--- src/rtl/srec_mem_arbiter.sv ---
// Arbitrates one memory port between an S-record loader byte stream (FIFO-buffered) and a CPU.
// Optional macro SREC_ARB_FAIRNESS_EN forces a CPU grant after 4 back-to-back loader grants.
module srec_mem_arbiter #(
    parameter int FIFO_DEPTH = 4
) (
    input  logic        clock,
    input  logic        reset_n,
    input  logic [31:0] ld_address,
    input  logic [7:0]  ld_byte,
    input  logic        ld_write,
    input  logic        ld_error,
    input  logic        cpu_req,
    input  logic        cpu_we,
    input  logic [31:0] cpu_address,
    input  logic [31:0] cpu_wdata,
    input  logic [3:0]  cpu_be,
    output logic        cpu_ack,
    output logic [31:0] cpu_rdata,
    output logic        mem_req,
    output logic        mem_we,
    output logic [31:0] mem_address,
    output logic [31:0] mem_wdata,
    output logic [3:0]  mem_be,
    input  logic        mem_ready,
    input  logic [31:0] mem_rdata,
    output logic        overflow,
    output logic        busy
);
    localparam int AW = $clog2(FIFO_DEPTH);
    localparam logic [AW:0] PTR_ONE = 1;

    typedef enum logic [1:0] {IDLE, LD_XFER, CPU_XFER} state_t;
    state_t state, state_nx;

    logic [31:0] fifo_addr [FIFO_DEPTH];
    logic [7:0]  fifo_data [FIFO_DEPTH];
    logic [AW:0] wr_ptr, rd_ptr;
    logic        fifo_empty, fifo_full, push_req, push, pop, drop, done;
    logic        grant_ld, grant_cpu, fair_force;
    logic [31:0] head_addr;
    logic [7:0]  head_data;

    assign fifo_empty = (wr_ptr == rd_ptr);
    assign fifo_full  = (wr_ptr[AW] != rd_ptr[AW]) && (wr_ptr[AW-1:0] == rd_ptr[AW-1:0]);
    assign head_addr  = fifo_addr[rd_ptr[AW-1:0]];
    assign head_data  = fifo_data[rd_ptr[AW-1:0]];
    assign done       = mem_req && mem_ready;
    assign pop        = done && (state == LD_XFER);
    assign push_req   = ld_write && !ld_error;
    assign push       = push_req && (!fifo_full || pop);
    assign drop       = push_req && fifo_full && !pop;
    assign busy       = !fifo_empty || (state != IDLE);

`ifdef SREC_ARB_FAIRNESS_EN
    logic [2:0] fair_cnt;
    assign fair_force = cpu_req && (fair_cnt == 3'd4);

    always_ff @(posedge clock or negedge reset_n) begin
        if (!reset_n)                  fair_cnt <= '0;
        else if (!cpu_req || grant_cpu) fair_cnt <= '0;
        else if (grant_ld && fair_cnt != 3'd4) fair_cnt <= fair_cnt + 3'd1;
    end
`else
    assign fair_force = 1'b0;
`endif

    always_ff @(posedge clock or negedge reset_n) begin
        if (!reset_n) state <= IDLE;
        else          state <= state_nx;
    end

    // Loader entries being flushed are never granted, even in the flush cycle.
    always_comb begin
        state_nx  = state;
        grant_ld  = 1'b0;
        grant_cpu = 1'b0;
        case (state)
            IDLE: begin
                if (!fifo_empty && !ld_error && !fair_force) begin
                    grant_ld = 1'b1;
                    state_nx = LD_XFER;
                end else if (cpu_req) begin
                    grant_cpu = 1'b1;
                    state_nx  = CPU_XFER;
                end
            end
            LD_XFER, CPU_XFER: if (mem_ready) state_nx = IDLE;
            default: state_nx = IDLE;
        endcase
    end

    always_ff @(posedge clock) begin
        if (push) begin
            fifo_addr[wr_ptr[AW-1:0]] <= ld_address;
            fifo_data[wr_ptr[AW-1:0]] <= ld_byte;
        end
    end

    // A flush keeps the head only while it is the entry in flight, so its pop stays balanced.
    always_ff @(posedge clock or negedge reset_n) begin
        if (!reset_n) begin
            wr_ptr <= '0;
            rd_ptr <= '0;
        end else begin
            if (pop) rd_ptr <= rd_ptr + PTR_ONE;
            if (ld_error)  wr_ptr <= (state == LD_XFER) ? rd_ptr + PTR_ONE : rd_ptr;
            else if (push) wr_ptr <= wr_ptr + PTR_ONE;
        end
    end

    always_ff @(posedge clock or negedge reset_n) begin
        if (!reset_n) begin
            mem_req     <= 1'b0;
            mem_we      <= 1'b0;
            mem_address <= '0;
            mem_wdata   <= '0;
            mem_be      <= '0;
            cpu_ack     <= 1'b0;
            cpu_rdata   <= '0;
            overflow    <= 1'b0;
        end else begin
            cpu_ack  <= done && (state == CPU_XFER);
            overflow <= overflow | drop;
            if (done && state == CPU_XFER) cpu_rdata <= mem_rdata;
            if (grant_ld) begin
                mem_req     <= 1'b1;
                mem_we      <= 1'b1;
                mem_address <= {head_addr[31:2], 2'b00};
                mem_wdata   <= {4{head_data}};
                mem_be      <= 4'b0001 << head_addr[1:0];
            end else if (grant_cpu) begin
                mem_req     <= 1'b1;
                mem_we      <= cpu_we;
                mem_address <= cpu_address;
                mem_wdata   <= cpu_wdata;
                mem_be      <= cpu_be;
            end else if (done) begin
                mem_req     <= 1'b0;
            end
        end
    end
endmodule

--- config.mk ---
export PLATFORM = sky130hd
export DESIGN_NAME = srec_mem_arbiter
export DESIGN_NICKNAME = d
export VERILOG_FILES = /design/src/rtl/srec_mem_arbiter.sv
export SDC_FILE = /design/constraint.sdc
export NUM_CORES = 1
export LEC_CHECK = 0
export BUFFER_PORTS_ARGS = -buffer_cell sky130_fd_sc_hd__buf_4
export CAP_MARGIN = 20
export CORE_ASPECT_RATIO = 1.1
export CORE_MARGIN = 2
export CORE_UTILIZATION = 40
export CTS_CLUSTER_SIZE = 28
export DETAILED_ROUTE_END_ITERATION = 6
export PLACE_DENSITY_LB_ADDON = 0.2
export SYNTH_ARGS = -nofsm -noshare
export SYNTH_HDL_FRONTEND = slang
export SYNTH_SLANG_ARGS = --single-unit
export TNS_END_PERCENT = 20
--- constraint.sdc ---
create_clock -name clock -period 4.5 [get_ports clock]
set_input_delay 0.675 -clock clock [delete_from_list [all_inputs] [get_ports clock]]
set_output_delay 0.675 -clock clock [all_outputs]
set_load 0.05 [all_outputs]
==> results of run 1 <==
==> power groups by stage <==
stage,Clock [mW],Sequential [mW],Combinational (mW)
6_report,2.26,3.67,5.01
5_1_grt,2.42,3.75,5.33
4_1_cts,2.32,3.68,5.06
3_5_place_dp,0,3.72,5.06
3_3_place_gp,0,3.68,4.99
2_1_floorplan,0,5.28,2.00
==> state kept, by name, indices dropped and copies added (netlist names), 3 cells and up <==
signal,cells
mem_address,32
fifo_data,32
cpu_rdata,32
mem_be,4
rd_ptr,3
wr_ptr,3
fifo_addr,128
mem_wdata,32
==> how the worst max path moves through the flow <==
stage,slack (ns),from,end
2_1_floorplan,0.84,mem_req,wr_ptr[2]
3_3_place_gp,1.67,mem_ready,fifo_addr[2][8]
3_5_place_dp,1.52,mem_ready,fifo_addr[2][10]
4_1_cts,1.51,state[1],fifo_addr[2][15]
5_1_grt,1.57,state[1],fifo_addr[1][15]
6_report,1.79,state[1],fifo_addr[1][15]
==> critical path, stage by stage, from the launching register on <==
cell and delay (ns):
dfrtp_1 0.40, inv_1 0.09, ha_1 0.26, nand3_1 0.29, a41oi_1 0.51, and2_2 0.57
buf_12 0.26
==> placed cells by master, fill, tap and decap left out, types with 8 or more instances in the layout <==
master     Yosys  routed
a22o_1        34      34
buf_4          1     260
edfxtp_1     160     160
inv_1         10      10
mux4_2        40      40
a221o_1       30      30
a21oi_1        9       9
nor2b_1       30      30
ha_1           8       8
dfrtp_1      112     110
mux2_2        65      65
clkbuf_16      0      29
==> per-layer routing <==
metal / wire length, microns / share of wire, % / GRT usage, % / vias up
met5: 16 / 0.065 / 0 / -
met4: 409 / 1.7 / 4.17 / 2
met3: 2060 / 8.3 / 4.28 / 37
met2: 11800 / 47 / 29.4 / 252
met1: 10500 / 42 / 23.2 / 3170
li1: - / - / - / 2835
==> synthesized netlist by cell type (all sizes together), types with 3 or more instances <==
master,count
edfxtp,160
dfrtp,112
mux2,65
mux4,40
a22o,34
a221o,30
nor2b,30
buf,27
inv,10
a21oi,9
clkbuf,9
ha,8
xnor2,8
mux2i,7
o21ai,5
and2,4
nand2,4
nand3,4
a41oi,3
==> area by class of cell <==
cell class                 instances  area [sq um]  area share (%)
tap                              357           447            3.19
multi-input combinational        266          3000            21.4
timing repair buffer             264          2020            14.4
clock buffer                      34           744            5.31
clock inverter                    18           158            1.12
inverter                          10          37.5           0.268
sequential                       272          7610            54.3
==> logic make-up after synthesis <==
group,share of synthesized area [%]
compound gates,7.02
simple gates,2.61
mux,15.8
fa+ha+maj,0.928
xor+xnor,0.952
flops,70.6
buf+inv,2.15
==> stage by stage <==
step	std cells	worst slack, ns
after floorplan	584	0.841
after global placement	1165	1.67
after detailed placement	1165	1.52
after CTS	1218	1.51
after global routing	1221	1.57
final	1221	1.79
==> metrics.md, run 1 <==
| Metric | Value |
|---|---|
| Layout-stage area growth over the synthesis result | `30.0%` |
| Number of nets in the synthesized netlist | `739` |
| Count of max-cap constraint violations | `0` |
| Internal reg-to-reg setup slack | `1.79 ns` |
| I/O pin count | `252` |
| Post-synth ARST share | `41.2%` |
| CTS clock-pin slew for the worst setup and hold paths | `0.06 ns` |
| Period utilisation layout | `60.3%` |
| H-tree levels | `1` |
| Initial Utilization | `40.4%` |
| Critical Path Source Type | `register` |
| Register area share after synthesis | `70.6%` |
| Utilization of the core after routing | `52.5%` |
| Area of the die | `0.0283 sq mm` |
| Final-layout setup total negative slack | `0 ns` |
| Count of unique library cells instantiated by Yosys | `35` |
| Power per standard cell area | `781 mW/mm^2` |
| Warnings from Yosys | `0` |
| Worst EP arrival | `2.94 ns` |
| Die height | `176 microns` |
| Number of pins exceeding their max-slew limit in the final report | `0` |
| Switching share of total power | `40.4%` |
| Synthesized cell area | `0.0108 sq mm` |
| Reported net switching power | `4.42 mW` |
| Ant diodes | `0` |
| Detail-routed via count per cell | `5.16` |
| WHS Path Cells | `1` |
| Number of sinks handled by clock tree synthesis | `272` |
| Clock share of power | `20.7%` |
| Cell internal pwr | `6.53 mW` |
| Peak supply drop | `0.385 mV` |
| Final routed wirelength across all metal layers | `24800 microns` |
| Placed wire-length estimate after detailed placement | `16200 microns` |
| Hold-critical path endpoint | `fifo_addr[1][12]` |
| Worst r2r src | `state[1]` |
| Worst-case clock buffer depth | `3` |
| Min Clock Period, post-route | `2.71 ns` |
| DRC | `0` |
| Wirelength per Cell | `20.3 microns` |
| Transition time at the pin with the least slew margin | `1.02 ns` |
| Leakage power | `5.60 nW` |
| Clock tree from TritonCTS | `built` |
| Max FO, Critical Path | `24` |
| Fillers | `2189` |
| Number of vias in the routed layout | `6296` |
| Worst hold path type | `primary input to register` |
| Part of the power in registers | `33.5%` |
| Number of endpoints failing setup at the final stage | `0` |
| Max Clock Skew | `0.0162 ns` |
| Largest net degree at the start of global routing | `70` |
| Run status | `complete, no violations` |
| Antenna violations before repair | `1` |
| Number of port buffers | `251` |
| Post-place instance area | `0.0130 sq mm` |
| Synth Instances | `584` |
| Library cell used as clock root buffer | `clkbuf_16` |
| Combined global-route utilization of all metal layers | `17.5%` |
| Final total power | `10.9 mW` |
| Worst Reg-to-Reg Cells | `6` |
| Category of the critical setup timing path | `register to register` |
| DRT Pass-1 Iters | `4` |
| Unrepaired setup endpoints after global routing | `no` |
| Peak clock frequency supported by timing | `369 MHz` |
| Remaining global-route overflow | `0` |
| Final non-filler cell area | `0.0140 sq mm` |
| Number of flops mapped to enable cells by yosys | `160` |
| Number of nets in the layout | `997` |
| Top cells by area, synth | `edfxtp_1 (45%), dfrtp_1 (26%), mux4_2 (8.4%)` |
| Yosys top cell by area | `edfxtp_1` |
| Drt first-iter violations | `390` |
| Gp weighted congestion | `0.876` |
| Hold violation count in the final report | `0` |
| Combinational cell fraction of total power | `45.8%` |
| Category of the worst setup path capture point | `register` |
| Endpoint of the most critical register-to-register path | `fifo_addr[1][15]` |
| Max_slew headroom | `31.9%` |
| Remaining antenna violation count | `0` |
| Post-Synthesis Mean Instance Area | `18.5 sq um` |
| Launch instance of the worst min-delay path | `ld_address[12]` |
| Worst-Skew Late Latency | `0.55 ns` |
| Via count of the first global-routing pass | `6671` |
| Placeable Area | `0.0267 sq mm` |
| Portion of synthesized cell area occupied by the leading cell type | `44.6%` |
| Horizontal die dimension | `161 microns` |
| Post-CTS Resized | `0` |
| Post-cts hold buffer count | `1` |
| Register bit count reported by yosys | `272` |
| Main synth FF type | `edfxtp_1` |
| Std cell rows | `63` |
| Wire length of the first global-routing pass | `38400 microns` |
| Post CTS Setup Buffer Count | `0` |
| CP required | `4.73 ns` |
| Inserted Clock Buffers | `28` |
| Worst hold margin | `0.330 ns` |
| Proportion of layout cells with a drive suffix above 1 | `49.1%` |
(Power assumes the default switching activity.)
==> run 2: changes to the inputs <==
Clock period 4.5 ns to 2.55 ns, I/O delays scaled along.
==> metrics.md, run 2 (synthesis results as in run 1) <==
| Metric | Value |
|---|---|
| Most common cell after layout, fill and taps aside | `buf_4 (unchanged)` |
| CTS clock-pin slew for the worst setup and hold paths | `0.06 ns (about the same)` |
| Final non-filler cell area | `0.0142 sq mm (was 0.0140 sq mm)` |
| Worst-case clock buffer depth | `3 (unchanged)` |
| Worst EP arrival | `1.97 ns (was 2.94 ns)` |
| Worst Reg-to-Reg Cells | `7 (was 6)` |
| Drt first-iter violations | `368 (was 390)` |
| Placed wire-length estimate after detailed placement | `16700 microns (was 16200 microns)` |
| Post-place instance area | `0.0132 sq mm (was 0.0130 sq mm)` |
| Fillers | `2148 (was 2189)` |
| Number of pins exceeding their max-slew limit in the final report | `0 (unchanged)` |
| Largest net degree at the start of global routing | `44 (was 70)` |
| Internal reg-to-reg setup slack | `0.33 ns (was 1.79 ns)` |
| H-tree levels | `1 (unchanged)` |
| Combinational cell fraction of total power | `45.7% (was 45.8%)` |
| Endpoint of the most critical register-to-register path | `mem_wdata[22] (was fifo_addr[1][15])` |
| Area used by multi-input combinational logic | `0.00300 sq mm (unchanged)` |
| FF+latch area | `0.00761 sq mm (unchanged)` |
| Power per standard cell area | `1390 mW/mm^2 (was 781 mW/mm^2)` |
| Library cell used as clock root buffer | `clkbuf_16 (unchanged)` |
| Remaining global-route overflow | `0 (unchanged)` |
| Peak supply drop | `0.706 mV (was 0.385 mV)` |
| Clock tree from TritonCTS | `built (unchanged)` |
| Peak clock frequency supported by timing | `424 MHz` |
| Transition time at the pin with the least slew margin | `0.684 ns (was 1.02 ns)` |
| Proportion of layout cells with a drive suffix above 1 | `49.5% (was 49.1%)` |
| Category of the critical setup timing path | `register to primary output (was register to register)` |
| Clock share of power | `21.4% (was 20.7%)` |
| Number of port buffers | `251 (unchanged)` |
| I/O pin count | `252 (unchanged)` |
| DRT Pass-1 Iters | `4 (unchanged)` |
| Detail-routed via count per cell | `5.16 (about the same)` |
| Final total power | `19.7 mW (was 10.9 mW)` |
| Via count of the first global-routing pass | `6808 (was 6671)` |
| Post-Place Setup Slack | `0.373 ns (was 1.52 ns)` |
| Number of non-filler instances in the completed layout | `1233 (was 1221)` |
| Hold violation count in the final report | `0 (unchanged)` |
| Category of the worst setup path capture point | `primary output (was register)` |
| Leakage power | `5.70 nW (was 5.60 nW)` |
| Max Clock Skew | `0.00905 ns (was 0.0162 ns)` |
| Worst hold path type | `primary input to register (unchanged)` |
| Min Clock Period, post-route | `2.36 ns` |
| Most frequent cells in the layout | `buf_4 (265), edfxtp_1 (160), dfrtp_1 (110), mux2_2 (65), mux4_2 (40) (was buf_4 (260), edfxtp_1 (160), dfrtp_1 (110), mux2_2 (65), mux4_2 (40))` |
| Period utilisation layout | `92.4%` |
| Critical Path Source Type | `register (unchanged)` |
| Max_slew headroom | `54.4% (was 31.9%)` |
| DRC | `0 (unchanged)` |
| WHS Path Cells | `1 (unchanged)` |
| Area of the die | `0.0283 sq mm (unchanged)` |
| Final-layout setup total negative slack | `0 ns (unchanged)` |
| Unrepaired setup endpoints after global routing | `no (unchanged)` |
| Layout-stage area growth over the synthesis result | `31.9% (was 30.0%)` |
| Number of flip-flops under the largest register name | `128 (unchanged)` |
| Number of sinks handled by clock tree synthesis | `272 (unchanged)` |
| Reported net switching power | `7.83 mW (was 4.42 mW)` |
| Cell internal pwr | `11.9 mW (was 6.53 mW)` |
| Placed cell count | `1178 (was 1165)` |
| Utilization of the core after routing | `53.2% (was 52.5%)` |
| Number of nets in the layout | `1007 (was 997)` |
| Switching share of total power | `39.7% (was 40.4%)` |
| Part of the power in registers | `33.0% (was 33.5%)` |
| Gp weighted congestion | `0.863 (was 0.876)` |
| Number of endpoints failing setup at the final stage | `0 (unchanged)` |
| Remaining antenna violation count | `0 (unchanged)` |
| CP required | `2.17 ns (was 4.73 ns)` |
| Worst r2r src | `state[0] (was state[1])` |
| Initial Utilization | `40.4% (unchanged)` |
| Std cell rows | `63 (unchanged)` |
| Setup ws final | `0.193 ns (was 1.79 ns)` |
| Post-CTS Resized | `0 (unchanged)` |
| Combined global-route utilization of all metal layers | `17.4% (was 17.5%)` |
| Max FO, Critical Path | `6 (was 24)` |
| Maximum cell stage delay along the critical path | `0.51 ns (was 0.57 ns)` |
| Count of max-cap constraint violations | `0 (unchanged)` |
| Horizontal die dimension | `161 microns (unchanged)` |
| Die height | `176 microns (unchanged)` |
| Hold-critical path endpoint | `fifo_addr[1][14] (was fifo_addr[1][12])` |
| Crit-path slowest cell | `dfrtp_4 (was and2_2)` |
| Launch instance of the worst min-delay path | `ld_address[14] (was ld_address[12])` |
| Wirelength per Cell | `20.3 microns (about the same)` |
| Final routed wirelength across all metal layers | `25000 microns (was 24800 microns)` |
| Worst hold margin | `0.0436 ns (was 0.330 ns)` |
| Worst-Skew Late Latency | `0.54 ns (was 0.55 ns)` |
| Run status | `complete, no violations (unchanged)` |
| Inserted Clock Buffers | `28 (unchanged)` |
| Antenna violations before repair | `2 (was 1)` |
| Worst-path cell chain | `xnor2_2 -> and2_1 -> nand3_1 -> buf_4 (was inv_1 -> ha_1 -> nand3_1 -> a41oi_1 -> and2_2 -> buf_12)` |
| Placeable Area | `0.0267 sq mm (unchanged)` |
| Wire length of the first global-routing pass | `38400 microns (about the same)` |
| Number of vias in the routed layout | `6365 (was 6296)` |
==> run 2: cell count changes in the layout (fill, tap and decap cells not counted), sizes merged, moves of 2 or more <==
cell	before	now
diode	0	2
clkinvlp	4	1
buf	263	273
bufinv	2	5
clkinv	11	13
==> run 2: worst max-delay path by stage <==
stage               cells past startpoint               to       from  slack, ns
finish                                  4             busy  rd_ptr[0]       0.19
global route                            4             busy  rd_ptr[0]       0.09
CTS                                     4             busy  rd_ptr[0]       0.14
detailed placement                      7    mem_wdata[22]   state[0]       0.37
global placement                        5   mem_address[3]  rd_ptr[0]       0.47
floorplan                               3  fifo_addr[1][0]    mem_req      -0.21
==> run 2: layout make-up <==
| type | instances | area share [%] |
|---|---|---|
| flip-flops and latches | 272 | 53.5 |
| multi-input cells | 266 | 21.1 |
| repair buffers | 274 | 15.2 |
| clock buffers | 33 | 5.13 |
| well taps | 357 | 3.14 |
| clock inverters | 19 | 1.63 |
| inverters | 10 | 0.264 |
| diodes | 2 | 0.0352 |
==> run 2: per-layer routing <==
layer	track usage [%]	up-vias	routed length, microns
met4	4.28	0	526
met5	0	-	0
met3	4.09	41	1900
li1	-	2848	-
met2	29.7	244	12100
met1	22.7	3232	10500
==> run 2: timing repair <==
action	in CTS	in global routing
endpoints found under the hold margin	29	0
buffers inserted	0	0
hold buffers	1	0
==> run 2: worst max-delay path: cells and delay by family, from the launching register on <==
family	cells	cell delay, ns
flip-flops	1	0.51
XOR/XNOR	1	0.39
AND/OR/NAND/NOR	2	0.31
buffers and inverters	1	0.22
==> run 2: power groups by stage <==
stage          combinational, mW  sequential (mW)  clock (mW)
2_1_floorplan               3.54             9.31           0
3_3_place_gp                8.93             6.52           0
3_5_place_dp                9.10             6.59           0
4_1_cts                     9.12             6.51        4.31
5_1_grt                     9.53             6.63        4.48
6_report                    9.01             6.50        4.21
